<file path="src/rtl/sb_rdi_cfg_tx_arbiter.sv">
`default_nettype none
// ============================================================================
// Module      : sb_rdi_cfg_tx_arbiter
// Description : Sideband RDI pl_cfg transmit arbiter and sequencer. Shares the
//               single 32-bit pl_cfg lane between NUM_REQ packet sources,
//               gates each packet start on adapter credit availability and
//               streams the granted 64/128-bit packet as 2/4 beats under one
//               continuous valid pulse, followed by a one-cycle valid gap.
// Config      : SB_ARB_FIXED_PRIO_EN - defined: fixed priority (lowest index
//               wins, no pointer); undefined: round-robin arbitration.
// Revision    : 1.0 - initial release
// ============================================================================
module sb_rdi_cfg_tx_arbiter #(
    parameter int NUM_REQ = 3,
    parameter int CFG_W   = 32
) (
    input  logic                   i_clk,
    input  logic                   i_rst_n,
    input  logic [NUM_REQ-1:0]     i_req,
    input  logic [NUM_REQ-1:0]     i_req_has_data,
    input  logic [NUM_REQ*128-1:0] i_req_pkt,
    input  logic                   i_adapter_is_full,
    output logic [NUM_REQ-1:0]     o_gnt,
    output logic [CFG_W-1:0]       o_pl_cfg,
    output logic                   o_pl_cfg_vld,
    output logic                   o_busy
);

    localparam int c_idx_w = $clog2(NUM_REQ);

    typedef enum logic [1:0] {
        ST_IDLE = 2'd0,
        ST_SEND = 2'd1,
        ST_GAP  = 2'd2
    } state_t;

    state_t               r_state;
    state_t               w_state_nxt;
    logic [127:0]         r_pkt;
    logic [1:0]           r_beat;
    logic [1:0]           r_beat_last;
    logic [1:0]           w_beat_nxt;
    logic                 w_load;
    logic                 w_found;
    logic [c_idx_w-1:0]   w_win;
    logic [NUM_REQ-1:0]   w_gnt_nxt;
    logic [CFG_W-1:0]     w_cfg_nxt;
    logic                 w_vld_nxt;

`ifdef SB_ARB_FIXED_PRIO_EN
    // Fixed priority: scan high to low so the lowest requesting index wins.
    always_comb begin
        w_found = 1'b0;
        w_win   = '0;
        for (int i = NUM_REQ - 1; i >= 0; i--) begin
            if (i_req[i]) begin
                w_found = 1'b1;
                w_win   = c_idx_w'(i);
            end
        end
    end
`else
    localparam int                 c_sum_w   = c_idx_w + 1;
    localparam logic [c_sum_w-1:0] c_num_req = c_sum_w'(NUM_REQ);

    logic [c_idx_w-1:0] r_last;
    logic [c_sum_w-1:0] w_cand;

    // Round-robin: candidates last+1 .. last+NUM_REQ (mod NUM_REQ); scanning
    // from the far end lets the nearest requesting candidate win.
    always_comb begin
        w_found = 1'b0;
        w_win   = '0;
        w_cand  = '0;
        for (int i = NUM_REQ; i >= 1; i--) begin
            w_cand = {1'b0, r_last} + c_sum_w'(i);
            if (w_cand >= c_num_req) begin
                w_cand = w_cand - c_num_req;
            end
            if (i_req[w_cand[c_idx_w-1:0]]) begin
                w_found = 1'b1;
                w_win   = w_cand[c_idx_w-1:0];
            end
        end
    end

    // Last-grant pointer; reset value makes requester 0 first in line.
    always_ff @(posedge i_clk or negedge i_rst_n) begin
        if (!i_rst_n) begin
            r_last <= c_idx_w'(NUM_REQ - 1);
        end else if (w_load) begin
            r_last <= w_win;
        end
    end
`endif

    // State register.
    always_ff @(posedge i_clk or negedge i_rst_n) begin
        if (!i_rst_n) begin
            r_state <= ST_IDLE;
        end else begin
            r_state <= w_state_nxt;
        end
    end

    // Next-state and next-output decode; outputs are registered below so no
    // input reaches an output combinationally.
    always_comb begin
        w_state_nxt = r_state;
        w_beat_nxt  = r_beat;
        w_load      = 1'b0;
        w_gnt_nxt   = '0;
        w_cfg_nxt   = '0;
        w_vld_nxt   = 1'b0;
        case (r_state)
            ST_IDLE: begin
                if (w_found && !i_adapter_is_full) begin
                    w_state_nxt = ST_SEND;
                    w_load      = 1'b1;
                    w_beat_nxt  = 2'd0;
                    w_gnt_nxt   = NUM_REQ'(1) << w_win;
                    w_cfg_nxt   = i_req_pkt[{w_win, 7'd0} +: CFG_W];
                    w_vld_nxt   = 1'b1;
                end
            end
            ST_SEND: begin
                if (r_beat == r_beat_last) begin
                    w_state_nxt = ST_GAP;
                end else begin
                    w_beat_nxt = r_beat + 2'd1;
                    w_cfg_nxt  = r_pkt[{w_beat_nxt, 5'd0} +: CFG_W];
                    w_vld_nxt  = 1'b1;
                end
            end
            ST_GAP: begin
                w_state_nxt = ST_IDLE;
            end
            default: begin
                w_state_nxt = ST_IDLE;
            end
        endcase
    end

    // Packet latch, beat tracking and registered outputs; reset drops any
    // partially sent packet.
    always_ff @(posedge i_clk or negedge i_rst_n) begin
        if (!i_rst_n) begin
            r_pkt        <= '0;
            r_beat       <= '0;
            r_beat_last  <= '0;
            o_gnt        <= '0;
            o_pl_cfg     <= '0;
            o_pl_cfg_vld <= 1'b0;
            o_busy       <= 1'b0;
        end else begin
            if (w_load) begin
                r_pkt       <= i_req_pkt[{w_win, 7'd0} +: 128];
                r_beat_last <= i_req_has_data[w_win] ? 2'd3 : 2'd1;
            end
            r_beat       <= w_beat_nxt;
            o_gnt        <= w_gnt_nxt;
            o_pl_cfg     <= w_cfg_nxt;
            o_pl_cfg_vld <= w_vld_nxt;
            o_busy       <= (w_state_nxt != ST_IDLE);
        end
    end

endmodule
`default_nettype wire

</file>
<file path="config.mk">
export PLATFORM = sky130hd
export DESIGN_NAME = sb_rdi_cfg_tx_arbiter
export DESIGN_NICKNAME = d
export VERILOG_FILES = /design/src/rtl/sb_rdi_cfg_tx_arbiter.sv
export SDC_FILE = /design/constraint.sdc
export NUM_CORES = 1
export LEC_CHECK = 0
export BUFFER_PORTS_ARGS = -buffer_cell sky130_fd_sc_hd__buf_2
export CAP_MARGIN = 25
export CORE_AREA = 2 2 168 170
export DETAILED_ROUTE_END_ITERATION = 10
export DIE_AREA = 0 0 170 172
export PLACE_DENSITY = 0.72
export SYNTH_ARGS = -nofsm -noshare
export SYNTH_HDL_FRONTEND = slang
export SYNTH_SLANG_ARGS = --single-unit
</file>
<file path="constraint.sdc">
create_clock -name i_clk -period 2.9 [get_ports i_clk]
set_input_delay 0.58 -clock i_clk [delete_from_list [all_inputs] [get_ports i_clk]]
set_output_delay 0.58 -clock i_clk [all_outputs]
set_load 0.05 [all_outputs]
</file>
==> flow_metrics.env <==
export IMPL_grt_max_degree=102
export IMPL_drive_above_1_share_pct=51.23
export IMPL_max_slew_margin_pct=49.54
export IMPL_gp_congestion=0.8291
export IMPL_nNetsFinal=1605
export IMPL_post_drt_via_cell_ratio=5.507
export IMPL_wire_length_of_the_first_global_routing_pass_mm=47.75
export IMPL_setup_tns_final_ns=0
export IMPL_groute_usage_overall_pct=21.50
export IMPL_die_area_sq_um=29240
export IMPL_total_leakage_power_nw=6.759
export IMPL_initial_standard_cell_utilization_of_the_core_pct=35.28
export IMPL_drt_antenna_violating_nets=0
export IMPL_ys_seq_area_share_pct=44.68
export IMPL_report_final_hold_viol_count=0
export IMPL_root_buffer_cell="clkbuf_16"
export IMPL_layoutNonFillerInstCount=1568
export IMPL_tritoncts="done"
export IMPL_rsz0062_at_grt="no"
export IMPL_synth_cell_types=36
export IMPL_cts_htree_levels=4
export IMPL_timing_final_crit_period_ns=2.735
export IMPL_grt_overflow=0
export IMPL_bufs_and_invs_on_worst_path=2
export IMPL_die_width_microns=170
export IMPL_power_density_nw_per_um2=1191
export IMPL_startpoint="r_last[1]"
export IMPL_max_cap_viol_count=0
export IMPL_path_max_fanout=15
export IMPL_timing_worst_setup_path_type="flip-flop to flip-flop"
export IMPL_final_period_utilization_pct=94.31
export IMPL_finish_instance_area_sq_um=12880
export IMPL_critical_path_end_type="flip-flop"
export IMPL_rr_startpoint="r_last[1]"
export IMPL_clk_transition_reported_paths_ns=0.07
export IMPL_hold_worst_slack_ns=0.1193
export IMPL_worst_slack_ns=0.1649
export IMPL_route_vias_total=8635
export IMPL_dp_slack_ns=-0.1918
export IMPL_first_global_vias=8545
export IMPL_initialDrtViolationCount=530
export IMPL_filler_cell_count=2540
export IMPL_post_cts_setup_bufs=0
export IMPL_routed_wl_mm=32.22
export IMPL_ir_drop_mv=0.6511
export IMPL_post_route_drc_count=0
export IMPL_cp_slowest_cell="a221oi_2"
export IMPL_run_status="completed"
export IMPL_postSynthRegisterBits=173
export IMPL_critPathRequiredTime_ns=3.16
export IMPL_synth_cell_area_sq_um=9693
export IMPL_clock_sinks=173
export IMPL_std_cell_rows=61
export IMPL_hold_class="primary input to asynchronous set/reset pin"
export IMPL_grt_antenna_before_repair=1
export IMPL_place_inst=1536
export IMPL_fp_coreArea_sq_um=27480
export IMPL_syn_mean_instance_area_sq_um=11.78
export IMPL_place_area_sq_um=12280
export IMPL_io_pins=430
export IMPL_critPathTopFamily="compound AO/OA/AOI/OAI gates"
export IMPL_post_synth_inst_count=823
export IMPL_place_hpwl_mm=23.76
export IMPL_numCtsBuffers=17
export IMPL_post_drt_wl_per_cell_microns=20.55
export IMPL_synth_yosys_warnings=0
export IMPL_insertion_delay_ns=0.43
export IMPL_antenna_diode_count=0
export IMPL_cells_along_the_critical_path="inv_1 > ha_1 > nand2b_1 > a22oi_1 > nor2_4 > buf_4 > a221oi_2 > o22ai_1"
export IMPL_number_of_detailed_routing_iterations_run_before_antenna_repair=5
export IMPL_cts_root_to_sink_buffers=2
export IMPL_finalMaxSlewViolations=0
export IMPL_crit_path_max_incr_delay_ns=0.57
export IMPL_finalSetupViolCount=0
export IMPL_synth_nets=1219
export IMPL_startpoint_type="flip-flop"
export IMPL_critPathArrivalTime_ns=3.00
export IMPL_portBuffers=429
export IMPL_fmax_ghz=0.3656
export IMPL_clk_skew_ns=0.01194
export IMPL_die_h_microns=172
export IMPL_syn_to_final_growth_pct=32.85
export IMPL_actual_transition_at_the_worst_max_transition_pin_ns=0.7569
[per-layer routing]
metal	global-route usage (%)	wire length [microns]	part of all wire [%]
met1	28.19	13670	42
met2	37.07	16060	50
met3	3.937	1986	6.2
met4	5.091	498	1.5
met5	0	0	0
[cell type report]
type	count	area [sq um]	area share, %
Clock inverter	12	127.6	0.9911
Sequential cell	173	4333	33.65
Timing Repair Buffer	453	2511	19.50
Tap cell	346	432.9	3.362
Clock buffer	20	436.7	3.391
Inverter	67	251.5	1.953
Multi-Input combinational cell	497	4785	37.15
[synth_stat cells]
cell type  count  area, sq um
and3_1       130        813.3
nor2b_1        1        6.260
mux4_2        32        720.7
a221o_1       97        970.9
a21boi_1       1        7.510
a311o_1        1        10.01
a21o_1         2        15.01
nand3_1        1        5.000
a221oi_1      32        280.3
a32oi_2        1        16.27
nand2_1        7        26.28
buf_6          6        67.56
o31a_1         1        8.760
buf_2         27        135.1
ha_1           3        37.54
inv_1         67        251.5
nor2_1         4        15.01
dfstp_2        1        26.28
nor3_1         3        15.01
nand2b_1       5        31.28
buf_4          3        22.52
o21ai_0        3        15.01
o22ai_1       32        200.2
buf_1          5        18.77
dfrtp_1      172         4304
o2bb2ai_1      1        8.760
mux2i_1       32        320.3
clkbuf_1      45        168.9
a2bb2oi_1      1        8.760
mux2_2        98         1104
and2_1         2        12.51
a22oi_1        1        7.510
xnor2_1        2        17.52
a21oi_1        1        5.000
nor3b_1        2        15.01
o21ai_1        1        5.000
[worst register-to-register path, delay by kind of cell, from the launching register on]
kind / cells / cell delay (ns)
buf+inv: 2 / 0.30
flops: 1 / 0.54
simple gates: 2 / 0.40
fa+ha+maj: 1 / 0.25
compound gates: 3 / 1.10
[registers in the layout, summed over array words and instances (netlist names)]
| name | flops |
|---|---|
| o_pl_cfg | 32 |
| r_beat_last | 2 |
| r_state | 2 |
| r_last | 2 |
| r_beat | 2 |
| o_gnt | 3 |
| o_pl_cfg_vld | 1 |
| r_pkt | 128 |
| o_busy | 1 |
[cell usage in the layout (no fill, tap or decap), types with 3 or more instances in the layout]
cell / instances
a221o_1: 97
a221oi_1: 28
a221oi_2: 4
and3_1: 130
buf_12: 14
buf_2: 428
buf_4: 10
clkbuf_1: 3
clkbuf_16: 17
clkinv_4: 4
dfrtp_1: 170
ha_1: 3
inv_1: 67
inv_6: 5
mux2_2: 98
mux2i_1: 32
mux4_2: 32
nand2_1: 6
nand2b_1: 4
nor2_1: 3
nor3_1: 3
o21ai_0: 3
o22ai_1: 32
[where the power goes]
| part | switching [mW] | total [mW] | internal [mW] |
|---|---|---|---|
| Combinational | 4.74 | 8.82 | 4.07 |
| Clock | 1.03 | 2.25 | 1.21 |
| Sequential | 0.657 | 4.28 | 3.62 |
| Total | 6.44 | 15.3 | 8.91 |
[cells by family after synthesis]
kind of cell               count (synthesis)  synth area share, %
xor gates and xnor gates                   2               0.1807
buffers and inverters                    153                6.854
AOI/OAI and AO/OA                        175                16.08
and+or+nand+nor                          155                9.694
DFF                                      173                44.68
adders and majority gates                  3               0.3873
muxes                                    162                22.12
[worst paths after layout]
kind / end / slack (ns) / cells past startpoint
worst max-delay path: o_pl_cfg[0] / 0.16 / 8
max in group asynchronous: r_last[1] / 2.05 / 2
min in group i_clk: r_pkt[15] / 0.48 / 3
worst min register to register: r_beat_last[0] / 0.49 / 1
worst min-delay path: r_pkt[36] / 0.12 / 1
worst max register to register: o_pl_cfg[0] / 0.16 / 8
[timing repair]
item,in CTS,in global routing
hold buffers,0,0
cloned,0,0
setup endpoints to repair,7,7
resized for setup,4,1
[per-stage QoR]
step                      util (%)  power (mW)
after global routing         46.87       16.35
after floorplan                  -       10.49
after CTS                    46.85       15.44
after global placement       44.71       12.87
after detailed placement     44.71       13.10
final                        46.87       15.34
No activity file was read; power rests on OpenSTA's default activity.
